**src/rtl/hdp_spi_pkg.sv**
```systemverilog
// Shared constants and FSM state type for the HDP-1280-2 SPI register-access responder.
package hdp_spi_pkg;

  localparam int SPI_FRAME_BITS = 16;
  localparam int SPI_BYTE_BITS  = 8;
  localparam int SPI_RW_BIT     = 7;
  localparam int SPI_CNT_W      = 5;

  typedef enum logic [1:0] {
    IDLE,
    ADDR,
    DATA,
    DONE
  } spi_state_e;

endpackage

```
**src/rtl/hdp_spi_in_sync.sv**
```systemverilog
// Two-flop synchroniser for SCLK/CS/MOSI with rise/fall detection on SCLK and CS.
// MOSI leaves the same pipeline stage as SCLK so sampled bits stay aligned with their edges.
module hdp_spi_in_sync (
  input  logic i_clock,
  input  logic i_reset_n,
  input  logic sclk,
  input  logic cs,
  input  logic mosi,
  output logic cs_sync,
  output logic mosi_sync,
  output logic sclk_rise,
  output logic sclk_fall,
  output logic cs_rise,
  output logic cs_fall
);

  localparam int         LANES    = 3;
  // Lane order {mosi, cs, sclk}; CS idles high so its lane resets to 1.
  localparam logic [2:0] LANE_RST = 3'b010;

  logic [LANES-1:0] raw;
  logic [LANES-1:0] meta_reg;
  logic [LANES-1:0] sync_reg;
  logic             sclk_prev_reg;
  logic             cs_prev_reg;

  assign raw = {mosi, cs, sclk};

  genvar gi;
  generate
    for (gi = 0; gi < LANES; gi++) begin : g_lane
      always_ff @(posedge i_clock or negedge i_reset_n) begin
        if (!i_reset_n) begin
          meta_reg[gi] <= LANE_RST[gi];
          sync_reg[gi] <= LANE_RST[gi];
        end else begin
          meta_reg[gi] <= raw[gi];
          sync_reg[gi] <= meta_reg[gi];
        end
      end
    end
  endgenerate

  always_ff @(posedge i_clock or negedge i_reset_n) begin
    if (!i_reset_n) begin
      sclk_prev_reg <= 1'b0;
      cs_prev_reg   <= 1'b1;
    end else begin
      sclk_prev_reg <= sync_reg[0];
      cs_prev_reg   <= sync_reg[1];
    end
  end

  assign cs_sync   = sync_reg[1];
  assign mosi_sync = sync_reg[2];
  assign sclk_rise =  sync_reg[0] & ~sclk_prev_reg;
  assign sclk_fall = ~sync_reg[0] &  sclk_prev_reg;
  assign cs_rise   =  sync_reg[1] & ~cs_prev_reg;
  assign cs_fall   = ~sync_reg[1] &  cs_prev_reg;

endmodule

```
**src/rtl/hdp_spi_slave.sv**
```systemverilog
// SPI mode-0 responder for 16-bit {R/nW, addr[6:0], data[7:0]} frames onto a local register file.
// Define HDP_SPI_SLAVE_ABORT_CNT_EN to build the saturating aborted-frame counter.
module hdp_spi_slave
  import hdp_spi_pkg::*;
#(
  parameter int         NUM_REGS     = 16,
  parameter logic [7:0] IDLE_TX_BYTE = 8'h00
) (
  input  logic                  i_clock,
  input  logic                  i_reset_n,
  input  logic                  i_sclk,
  input  logic                  i_cs,
  input  logic                  i_mosi,
  output logic                  o_miso,
  output logic                  o_miso_oe,
  output logic [NUM_REGS*8-1:0] o_regs,
  output logic                  o_wr_strobe,
  output logic [6:0]            o_wr_addr,
  output logic [7:0]            o_wr_data,
  output logic                  o_rd_strobe,
  output logic                  o_busy,
  output logic [7:0]            o_abort_count
);

  localparam logic [7:0] NUM_REGS_W = 8'(NUM_REGS);

  logic cs_sync, mosi_sync, sclk_rise, sclk_fall, cs_rise, cs_fall;

  hdp_spi_in_sync u_in_sync (
    .i_clock   (i_clock),
    .i_reset_n (i_reset_n),
    .sclk      (i_sclk),
    .cs        (i_cs),
    .mosi      (i_mosi),
    .cs_sync   (cs_sync),
    .mosi_sync (mosi_sync),
    .sclk_rise (sclk_rise),
    .sclk_fall (sclk_fall),
    .cs_rise   (cs_rise),
    .cs_fall   (cs_fall)
  );

  spi_state_e           state_reg, state_next;
  logic [SPI_CNT_W-1:0] bit_cnt_reg;
  logic [6:0]           rx_shift_reg;
  logic [7:0]           tx_shift_reg;
  logic                 rw_reg;
  logic [6:0]           addr_reg;
  logic                 addr_valid_reg;
  logic [7:0]           regs_reg [NUM_REGS];
  logic                 wr_commit_reg;
  logic                 wr_strobe_reg;
  logic                 rd_strobe_reg;
  logic [6:0]           wr_addr_reg;
  logic [7:0]           wr_data_reg;

  logic       start_frame, frame_end, rx_shift_en, tx_shift_en, addr_latch, data_commit;
  logic       wr_en;
  logic [7:0] rx_byte;
  logic [7:0] rd_data;
`ifdef HDP_SPI_SLAVE_ABORT_CNT_EN
  logic       abort;
  logic [7:0] abort_cnt_reg;
`endif

  // Completed byte including the bit arriving on the current rise.
  assign rx_byte = {rx_shift_reg, mosi_sync};

  always_ff @(posedge i_clock or negedge i_reset_n) begin
    if (!i_reset_n) state_reg <= IDLE;
    else            state_reg <= state_next;
  end

  // A CS rise takes priority over any coincident SCLK edge, which is discarded.
  always_comb begin
    state_next  = state_reg;
    start_frame = 1'b0;
    rx_shift_en = 1'b0;
    tx_shift_en = 1'b0;
    addr_latch  = 1'b0;
    data_commit = 1'b0;
`ifdef HDP_SPI_SLAVE_ABORT_CNT_EN
    abort       = 1'b0;
`endif
    case (state_reg)
      IDLE: begin
        if (cs_fall) begin
          start_frame = 1'b1;
          state_next  = ADDR;
        end
      end
      ADDR: begin
        if (cs_rise) begin
`ifdef HDP_SPI_SLAVE_ABORT_CNT_EN
          abort      = 1'b1;
`endif
          state_next = IDLE;
        end else begin
          if (sclk_rise) begin
            rx_shift_en = 1'b1;
            if (bit_cnt_reg == SPI_CNT_W'(SPI_BYTE_BITS - 1)) begin
              addr_latch = 1'b1;
              state_next = DATA;
            end
          end
          if (sclk_fall && bit_cnt_reg != '0) tx_shift_en = 1'b1;
        end
      end
      DATA: begin
        if (cs_rise) begin
`ifdef HDP_SPI_SLAVE_ABORT_CNT_EN
          abort      = 1'b1;
`endif
          state_next = IDLE;
        end else begin
          if (sclk_rise) begin
            rx_shift_en = 1'b1;
            if (bit_cnt_reg == SPI_CNT_W'(SPI_FRAME_BITS - 1)) begin
              data_commit = 1'b1;
              state_next  = DONE;
            end
          end
          // The fall right after bit 8 must keep the freshly loaded read MSB on MISO.
          if (sclk_fall && bit_cnt_reg > SPI_CNT_W'(SPI_BYTE_BITS)) tx_shift_en = 1'b1;
        end
      end
      DONE: begin
        if (cs_rise) state_next = IDLE;
      end
      default: state_next = IDLE;
    endcase
  end

  assign frame_end = (state_reg != IDLE) && (state_next == IDLE);
  assign wr_en     = data_commit & ~rw_reg & addr_valid_reg;

  always_comb begin
    rd_data = 8'h00;
    for (int i = 0; i < NUM_REGS; i++) begin
      if (rx_byte[6:0] == 7'(i)) rd_data = regs_reg[i];
    end
  end

  always_ff @(posedge i_clock or negedge i_reset_n) begin
    if (!i_reset_n) begin
      bit_cnt_reg    <= '0;
      rx_shift_reg   <= '0;
      tx_shift_reg   <= 8'h00;
      rw_reg         <= 1'b0;
      addr_reg       <= '0;
      addr_valid_reg <= 1'b0;
    end else if (start_frame || frame_end) begin
      bit_cnt_reg  <= '0;
      tx_shift_reg <= IDLE_TX_BYTE;
    end else begin
      if (rx_shift_en) begin
        rx_shift_reg <= rx_byte[6:0];
        bit_cnt_reg  <= bit_cnt_reg + SPI_CNT_W'(1);
      end
      if (addr_latch) begin
        rw_reg         <= rx_byte[SPI_RW_BIT];
        addr_reg       <= rx_byte[6:0];
        addr_valid_reg <= {1'b0, rx_byte[6:0]} < NUM_REGS_W;
        tx_shift_reg   <= rx_byte[SPI_RW_BIT] ? rd_data : 8'h00;
      end else if (tx_shift_en) begin
        tx_shift_reg <= {tx_shift_reg[6:0], 1'b0};
      end
    end
  end

  always_ff @(posedge i_clock or negedge i_reset_n) begin
    if (!i_reset_n) begin
      for (int i = 0; i < NUM_REGS; i++) regs_reg[i] <= 8'h00;
      wr_commit_reg <= 1'b0;
      wr_strobe_reg <= 1'b0;
      rd_strobe_reg <= 1'b0;
      wr_addr_reg   <= '0;
      wr_data_reg   <= 8'h00;
    end else begin
      for (int i = 0; i < NUM_REGS; i++) begin
        if (wr_en && addr_reg == 7'(i)) regs_reg[i] <= rx_byte;
      end
      if (wr_en) begin
        wr_addr_reg <= addr_reg;
        wr_data_reg <= rx_byte;
      end
      // Strobe trails the register update by one cycle.
      wr_commit_reg <= wr_en;
      wr_strobe_reg <= wr_commit_reg;
      rd_strobe_reg <= addr_latch & rx_byte[SPI_RW_BIT];
    end
  end

`ifdef HDP_SPI_SLAVE_ABORT_CNT_EN
  always_ff @(posedge i_clock or negedge i_reset_n) begin
    if (!i_reset_n)                          abort_cnt_reg <= 8'h00;
    else if (abort && abort_cnt_reg != 8'hFF) abort_cnt_reg <= abort_cnt_reg + 8'd1;
  end
  assign o_abort_count = abort_cnt_reg;
`else
  assign o_abort_count = 8'h00;
`endif

  genvar gi;
  generate
    for (gi = 0; gi < NUM_REGS; gi++) begin : g_regs_out
      assign o_regs[gi*8 +: 8] = regs_reg[gi];
    end
  endgenerate

  assign o_miso_oe   = ~cs_sync;
  assign o_miso      = o_miso_oe & tx_shift_reg[7];
  assign o_wr_strobe = wr_strobe_reg;
  assign o_wr_addr   = wr_addr_reg;
  assign o_wr_data   = wr_data_reg;
  assign o_rd_strobe = rd_strobe_reg;
  assign o_busy      = (state_reg != IDLE);

endmodule

```
**config.mk**
```make
export PLATFORM = sky130hd
export DESIGN_NAME = hdp_spi_slave
export DESIGN_NICKNAME = d
export VERILOG_FILES = /design/src/rtl/hdp_spi_pkg.sv /design/src/rtl/hdp_spi_in_sync.sv /design/src/rtl/hdp_spi_slave.sv
export SDC_FILE = /design/constraint.sdc
export NUM_CORES = 1
export LEC_CHECK = 0
export CORE_MARGIN = 1.5
export CORE_UTILIZATION = 33
export DETAILED_ROUTE_END_ITERATION = 10
export SKIP_CTS_REPAIR_TIMING = 1
export SLEW_MARGIN = 20
export SYNTH_ARGS = -nofsm -noshare
export SYNTH_HDL_FRONTEND = slang
export SYNTH_SLANG_ARGS = --single-unit
```
**constraint.sdc**
```tcl
create_clock -name i_clock -period 7.21 [get_ports i_clock]
set_input_delay 1.8025 -clock i_clock [delete_from_list [all_inputs] [get_ports i_clock]]
set_output_delay 1.8025 -clock i_clock [all_outputs]
set_load 0.01 [all_outputs]
```
# Yosys cells after proc, flatten, opt, wreduce, memory -nomap -nowiden

Index checks and enable logic that the tools add are counted.

Register bits: 185

Reduce and logical (&&, ||, !) cells: 31
Add/sub/neg operators: 1
Bitwise logic cells: 14
Order comparisons: 2
Equal/unequal tests: 35
Multiplexer cells: 49

Operator list:

| kind                  | count |
|---|---|
| $mux W8               | 20 |
| $eq A7 B4 Y1 const B  | 16 |
| $eq A7 B3 Y1 const B  | 8 |
| $eq A7 B2 Y1 const B  | 4 |
| $logic_and A1 B1 Y1   | 19 |
| $mux W1               | 17 |
| $mux W2               | 8 |
| $eq A7 B1 Y1 const B  | 2 |
| $logic_not A7 Y1      | 2 |
| $mux W5               | 2 |
| $and A1 B1 Y1         | 8 |
| $pmux W2 S4           | 1 |
| $lt A7 B5 Y1 const B  | 1 |
| $not A1 Y1            | 6 |
| $add A5 B1 Y5 const B | 1 |
| $eq A5 B3 Y1 const B  | 1 |
| $eq A5 B4 Y1 const B  | 1 |
| $gt A5 B4 Y1 const B  | 1 |
| $reduce_bool A5 Y1    | 1 |
| $eq A2 B2 Y1 const B  | 2 |
| $logic_not A2 Y1      | 2 |
| $reduce_and A2 Y1     | 2 |
| $reduce_bool A2 Y1    | 2 |
| $reduce_bool A3 Y1    | 1 |
| 4 further kinds       | 4 |

# Logic depth before layout (Yosys ltp)

Word-level depth: 20
Depth in mapped cells: 10
Depth with buffers taken out: 9

# By module

From an unflattened synthesis, not the netlist that was laid out.

Cell total of the unflattened synthesis: 720
Area total of the unflattened synthesis: 8,946.1 µm²

Modules (own cells, without submodules):

| module          | cells an instance | area an instance (µm²) | sequential area each (µm²) | instances |
|---|---|---|---|---|
| hdp_spi_slave   | 708               | 8,707.1                | 4,429.2                    | 1 |
| hdp_spi_in_sync | 12                | 239.0                  | 203.9                      | 1 |

# Worst setup path before layout

No wires, ideal clock.

Path kind: register to register
Start point: register bit_cnt_reg[0]
End point: register regs_reg, in the netlist o_regs[100]
Arrival: 2,660 ps
Path slack: 4,426 ps
Required time: 7,085 ps
Period minus slack after synthesis: 2,784 ps
Cell stages (with the launch flop): 10
Path buffers: 0
Cells stage by stage: dfrtp_1 > ha_1 > and3_1 > ha_1 > nand2_1 > nor4_4 > nor4b_4 > nand3_1 > nor3_2 > mux2_2

Word-level cells in the longest chain between the ends: 8

RTL lines:

| item                           | RTL line             | RTL |
|---|---|---|
| start: declaration             | hdp_spi_slave.sv:44  | `logic [SPI_CNT_W-1:0] bit_cnt_reg;` |
| start signal: assignment       | hdp_spi_slave.sv:158 | `bit_cnt_reg <= bit_cnt_reg + SPI_CNT_W'(1);` |
| $eq A5 B4 Y1                   | hdp_spi_slave.sv:118 | `if (bit_cnt_reg == SPI_CNT_W'(SPI_FRAME_BITS - 1)) begin` |
| $mux W1                        | hdp_spi_slave.sv:118 |  |
| $mux W1                        | hdp_spi_slave.sv:116 | `if (sclk_rise) begin` |
| $mux W1                        | hdp_spi_slave.sv:110 | `if (cs_rise) begin` |
| $mux W1                        | hdp_spi_slave.sv:85  | `case (state_reg)` |
| $and A1 B1 Y1 (2 in series)    | hdp_spi_slave.sv:135 | `assign wr_en = data_commit & ~rw_reg & addr_valid_reg;` |
| $logic_and A1 B1 Y1            | hdp_spi_slave.sv:181 | `if (wr_en && addr_reg == 7'(i)) regs_reg[i] <= rx_byte;` |
| end signal: indexed assignment | hdp_spi_slave.sv:181 |  |
| end: declaration               | hdp_spi_slave.sv:50  | `logic [7:0] regs_reg [NUM_REGS];` |

Every way passes these cells.
A chain may end at the register's enable or synchronous reset.

# Worst setup path after layout

Start point: register state_reg[0]
End point: output port o_busy

Word-level cells in the longest chain between the ends: 1

RTL lines:

| item                     | RTL line             | RTL |
|---|---|---|
| start: declaration       | hdp_spi_slave.sv:43  | `spi_state_e state_reg, state_next;` |
| start signal: assignment | hdp_spi_slave.sv:71  | `else state_reg <= state_next;` |
| $reduce_bool A2 Y1       | hdp_spi_slave.sv:217 | `assign o_busy = (state_reg != IDLE);` |
| end: declaration         | hdp_spi_slave.sv:21  | `output logic o_busy,` |

Every way passes these cells.

==> results_dict.tcl <==
set metrics [dict create \
    outcome "completed" \
    path_class "reg2out" \
    ys_async_sr_fraction_pct 100 \
    grt_pass1_wl_um 37900 \
    clockPowerShare_pct 36.5 \
    cts_buffers 17 \
    final_design_area_no_fill_sq_um 11100 \
    grt_max_degree 67 \
    synth_seq_cells 185 \
    grt_pass1_vias 6107 \
    diodes 0 \
    max_slew_margin_pct 27.0 \
    io_pins 161 \
    path_cells "inv_1, ha_1, inv_1, clkdlybuf4s50_1" \
    overflow 0 \
    post-synth-top-area-cell "dfrtp_1" \
    clk_latency_ns 0.44 \
    synthCells 689 \
    rsz0062_at_grt "false" \
    timing_hold_violations_final 0 \
    vias 6157 \
    dp_hpwl_um 17500 \
    seqPwrFrac_pct 43.5 \
    ys_types 62 \
    startpoint_type "flop" \
    clockBufferDepth 2 \
    wirelength_um 25100 \
    clkTransAtPathRegs_ns 0.07 \
    power_frac_comb_pct 20.0 \
    worstHoldStart "u_in_sync.meta_reg[0]" \
    largest_reg_flops 128 \
    mostFrequentLayoutCells "180 x dfrtp_1, 151 x mux2_2, 151 x clkdlybuf4s50_1" \
    layout-drive-gt1-share_pct 27.0 \
    cts_max_level 4 \
    synth_top_area_share_pct 52.5 \
    cts.sinks 185 \
    finalPower_mw 2.58 \
    cts-root-buf "clkbuf_16" \
    regArea_sq_um 4640 \
    core_sq_um 25900 \
    antenna_found_initial 0 \
    wire_per_inst_um 21.5 \
    hold_depth 0 \
    drtPass1Iterations 7 \
    port_buffers 152 \
    start_util_pct 33.5 \
    die_h_um 165 \
    finalSetupTns_ns 0 \
    p_leak_nw 4.90 \
    layout_min_cycle_time_ns 3.68 \
    post_synth.cell_area_avg_sq_um 12.6 \
    setup_slack_ns 3.53 \
    crit_path_start "state_reg[0]" \
    p_int_mw 1.70 \
    multi_input_area_sq_um 3780 \
    globalplace.congestion 0.858 \
    dieArea_sq_um 27300 \
    final_max_slew_viol_count 0 \
    cp_slowest_stage_delay_ns 0.57 \
    finalClockSkew_ns 0.0187 \
    r2r-start "bit_cnt_reg[0]" \
    cp_data_arrival_time_ns 1.87 \
    ys_warn_count 0 \
    worst_pin_slew_ns 1.09 \
    synth_edf_count 0 \
    fill_cells 2431 \
    synth_area_leaders "dfrtp_1 53%, mux2_2 20%, mux4_2 2.9%" \
    via_per_inst 5.25 \
    postPlaceCellArea_sq_um 10500 \
    cts_tree "built" \
    slowest_stage "clkdlybuf4s50_1" \
    drc 0 \
    cp_max_fo 4 \
    ys_seq_area_share_pct 53.4 \
    fin_crit_sh_pct 51.0 \
    postRouteAntennaNets 0 \
    ys.flop_type "dfrtp_1" \
    cellPowerDensity_nw_per_um2 233 \
    layout_commonest_cell "dfrtp_1" \
    peakVddDrop_v 0.000173 \
    cap_violations 0 \
    post-place-ws_ns 3.85 \
    drt_iter0_markers 473 \
    p_sw_share_pct 34.1 \
    grt_use_total_pct 19.0 \
    max_freq_mhz 272 \
    required_ns 5.41 \
    nNetsFinal 836 \
    fin_util_pct 42.7 \
    area_delta_synth_final_pct 27.7 \
    synth_area_sq_um 8670 \
    p_sw_mw 0.880 \
    reg2reg_depth 10 \
    rows 59 \
    fp.dieW_um 165 \
    worst_path_most_repeated_cell "inv_1" \
    hold_class "reg2reg" \
    setup_viol 0 \
    end_kind "output pin" \
]
## critical path, delay by kind of cell, from the launching register on
kind,cells,cell delay (ns)
flip-flops,1,0.41
buffers and inverters,3,0.80
adder cells (fa/ha/maj),1,0.24
## metrics by stage
| step | instances | hold WS (ns) |
|---|---|---|
| after floorplan | 696 | 0.331 |
| after global placement | 1140 | 0.335 |
| after detailed placement | 1140 | 0.335 |
| after CTS | 1172 | 0.351 |
| after global routing | 1172 | 0.360 |
| final | 1172 | 0.348 |
## layer usage
layer  wire length (um)  part of all wire, %  up-vias  global-route usage, %
li1                   -                    -     2784                      -
met1              11700                   46     3149                   27.1
met2              11700                   46      197                   29.0
met3               1380                  5.5       27                   3.92
met4                403                  1.6        0                   5.49
met5                  0                    0        -                      0
## layout make-up
type	count	area share [%]
flip-flops and latches	185	41.9
multi-input cells	442	34.2
repair buffers	159	14.2
clock buffers	18	3.88
well taps	335	3.79
clock inverters	14	1.44
inverters	19	0.644
## worst paths after layout
path | endpoint | slack, ns
worst max-delay path | o_busy | 3.53
max in group asynchronous | rx_shift_reg[0] | 4.53
worst max register to register | o_regs[98] | 3.87
worst min register to register | u_in_sync.sync_reg[0] | 0.35
worst min-delay path | u_in_sync.sync_reg[0] | 0.35
min in group asynchronous | wr_commit_reg | 1.31
## power by group through the flow
stage          sequential [mW]  clock [mW]  combinational, mW
2_1_floorplan             1.10           0              0.383
3_3_place_gp              1.14           0              0.512
3_5_place_dp              1.14           0              0.512
4_1_cts                   1.12       0.960              0.514
5_1_grt                   1.13       0.995              0.564
6_report                  1.12       0.942              0.518
## cell usage after synthesis, types with 8 or more instances
cell	n
mux4_2	11
nor2_1	33
mux2i_1	15
nand2b_1	10
dfrtp_1	182
mux2_2	151
nor2_2	9
inv_1	18
a21oi_1	13
clkbuf_1	38
nand2_1	35
buf_4	8
nand3_1	11
o21ai_0	20
a31oi_1	8
## cell families (layout without fill, tap and decap cells)
group,count (synthesis),in the layout,synth area share (%)
flip-flops,185,185,53.4
multiplexers,178,178,24.3
AND/OR/NAND/NOR,141,141,9.08
AO/OA/AOI/OAI,105,105,8.47
buffers and inverters,69,210,3.33
adder cells (fa/ha/maj),7,7,1.01
XOR/XNOR,3,3,0.303
other,1,8,0.0432
Power figures use the tool's default switching activity.
==> edit, RTL diff (same flow settings) <==
Set the package constant `SPI_CNT_W` to 7 (it was 5).
--- a/src/rtl/hdp_spi_pkg.sv
+++ b/src/rtl/hdp_spi_pkg.sv
@@ -4,7 +4,7 @@
   localparam int SPI_FRAME_BITS = 16;
   localparam int SPI_BYTE_BITS  = 8;
   localparam int SPI_RW_BIT     = 7;
-  localparam int SPI_CNT_W      = 5;
+  localparam int SPI_CNT_W      = 7;
 
   typedef enum logic [1:0] {
     IDLE,
Function: no difference found for any inputs over 10 cycles, from zero or initial values and one cycle with i_reset_n low; that may be too few to reach the edited logic, so the function may still have changed.
==> edit against the original RTL <==
  * The run now ends with design-rule violations left
  * Design area is 0.70% higher
  * Final cell count up 4.1%
  * Total power down 4.2%
  * Synthesized area increased by 1.6%
  * Core utilization shrank 0.065 points
  * Worst setup slack improved by 0.022 ns
  * Sequential cell count increased by 2
  * Routed wire length increased by 2.9%
  * Critical path type unchanged
  * Largest cell class unchanged
  * Largest power group unchanged
==> edit: results <==
export IMPL_run_status="finished, violations left"
export IMPL_violations="design-rule violations"
export IMPL_drive_above_1_share_pct=23.3
export IMPL_p_clk_mw=0.894
export IMPL_vias=6335
export IMPL_muxShareOfSynthArea_pct=20.3
export IMPL_synth_compound_area_share_pct=9.10
export IMPL_wl_met1_mm=11.9
export IMPL_post_dp_hpwl_mm=17.6
export IMPL_wl_per_cell_um=21.2
export IMPL_viasPerCell=5.19
export IMPL_peakVddDrop_uv=153
export IMPL_post_dp_cell_area_mm2=0.0106
export IMPL_grtUsageMet3_pct=3.66
export IMPL_critical_path_arrival_ns=1.85
export IMPL_yosys_top_cells_count="184 x dfrtp_1, 129 x mux2_2, 87 x nand2_1"
export IMPL_fin_worst_skew_ns=0.0124
export IMPL_nFillCells=2519
export IMPL_cpPeakStageDelay_ns=0.53
export IMPL_synth_xor_area_share_pct=0.596
export IMPL_drt_iter0_markers=369
export IMPL_synth_distinct_cells=65
export IMPL_p_sw_share_pct=32.7
export IMPL_drc_errors=8
export IMPL_path_max_fanout=7
export IMPL_first_global_vias=6411
export IMPL_synthAdderAreaFrac_pct=0.965
export IMPL_post_place_ws_ns=3.57
export IMPL_drtPass1Iterations=10
-- edit: worst paths after layout --
| path | slack, ns | startpoint | depth (start not counted) | to |
|---|---|---|---|---|
| min in group asynchronous | 1.48 | i_reset_n | 1 | o_wr_data[6] |
| hold / removal | 0.35 | wr_commit_reg | 0 | o_wr_strobe |
| setup reg to reg | 3.64 | bit_cnt_reg[0] | 7 | o_regs[94] |
| setup / recovery | 3.55 | state_reg[0] | 4 | o_busy |
| max in group asynchronous | 4.40 | i_reset_n | 2 | addr_reg[5] |
| hold reg to reg | 0.35 | wr_commit_reg | 0 | o_wr_strobe |
-- edit: final cells by class --
class / count / area share [%]
Tap cell: 335 / 3.76
Sequential cell: 187 / 42.0
Timing Repair Buffer: 161 / 14.3
Inverter: 11 / 0.370
Clock buffer: 18 / 3.94
Multi-Input combinational cell: 494 / 34.5
Clock inverter: 14 / 1.04
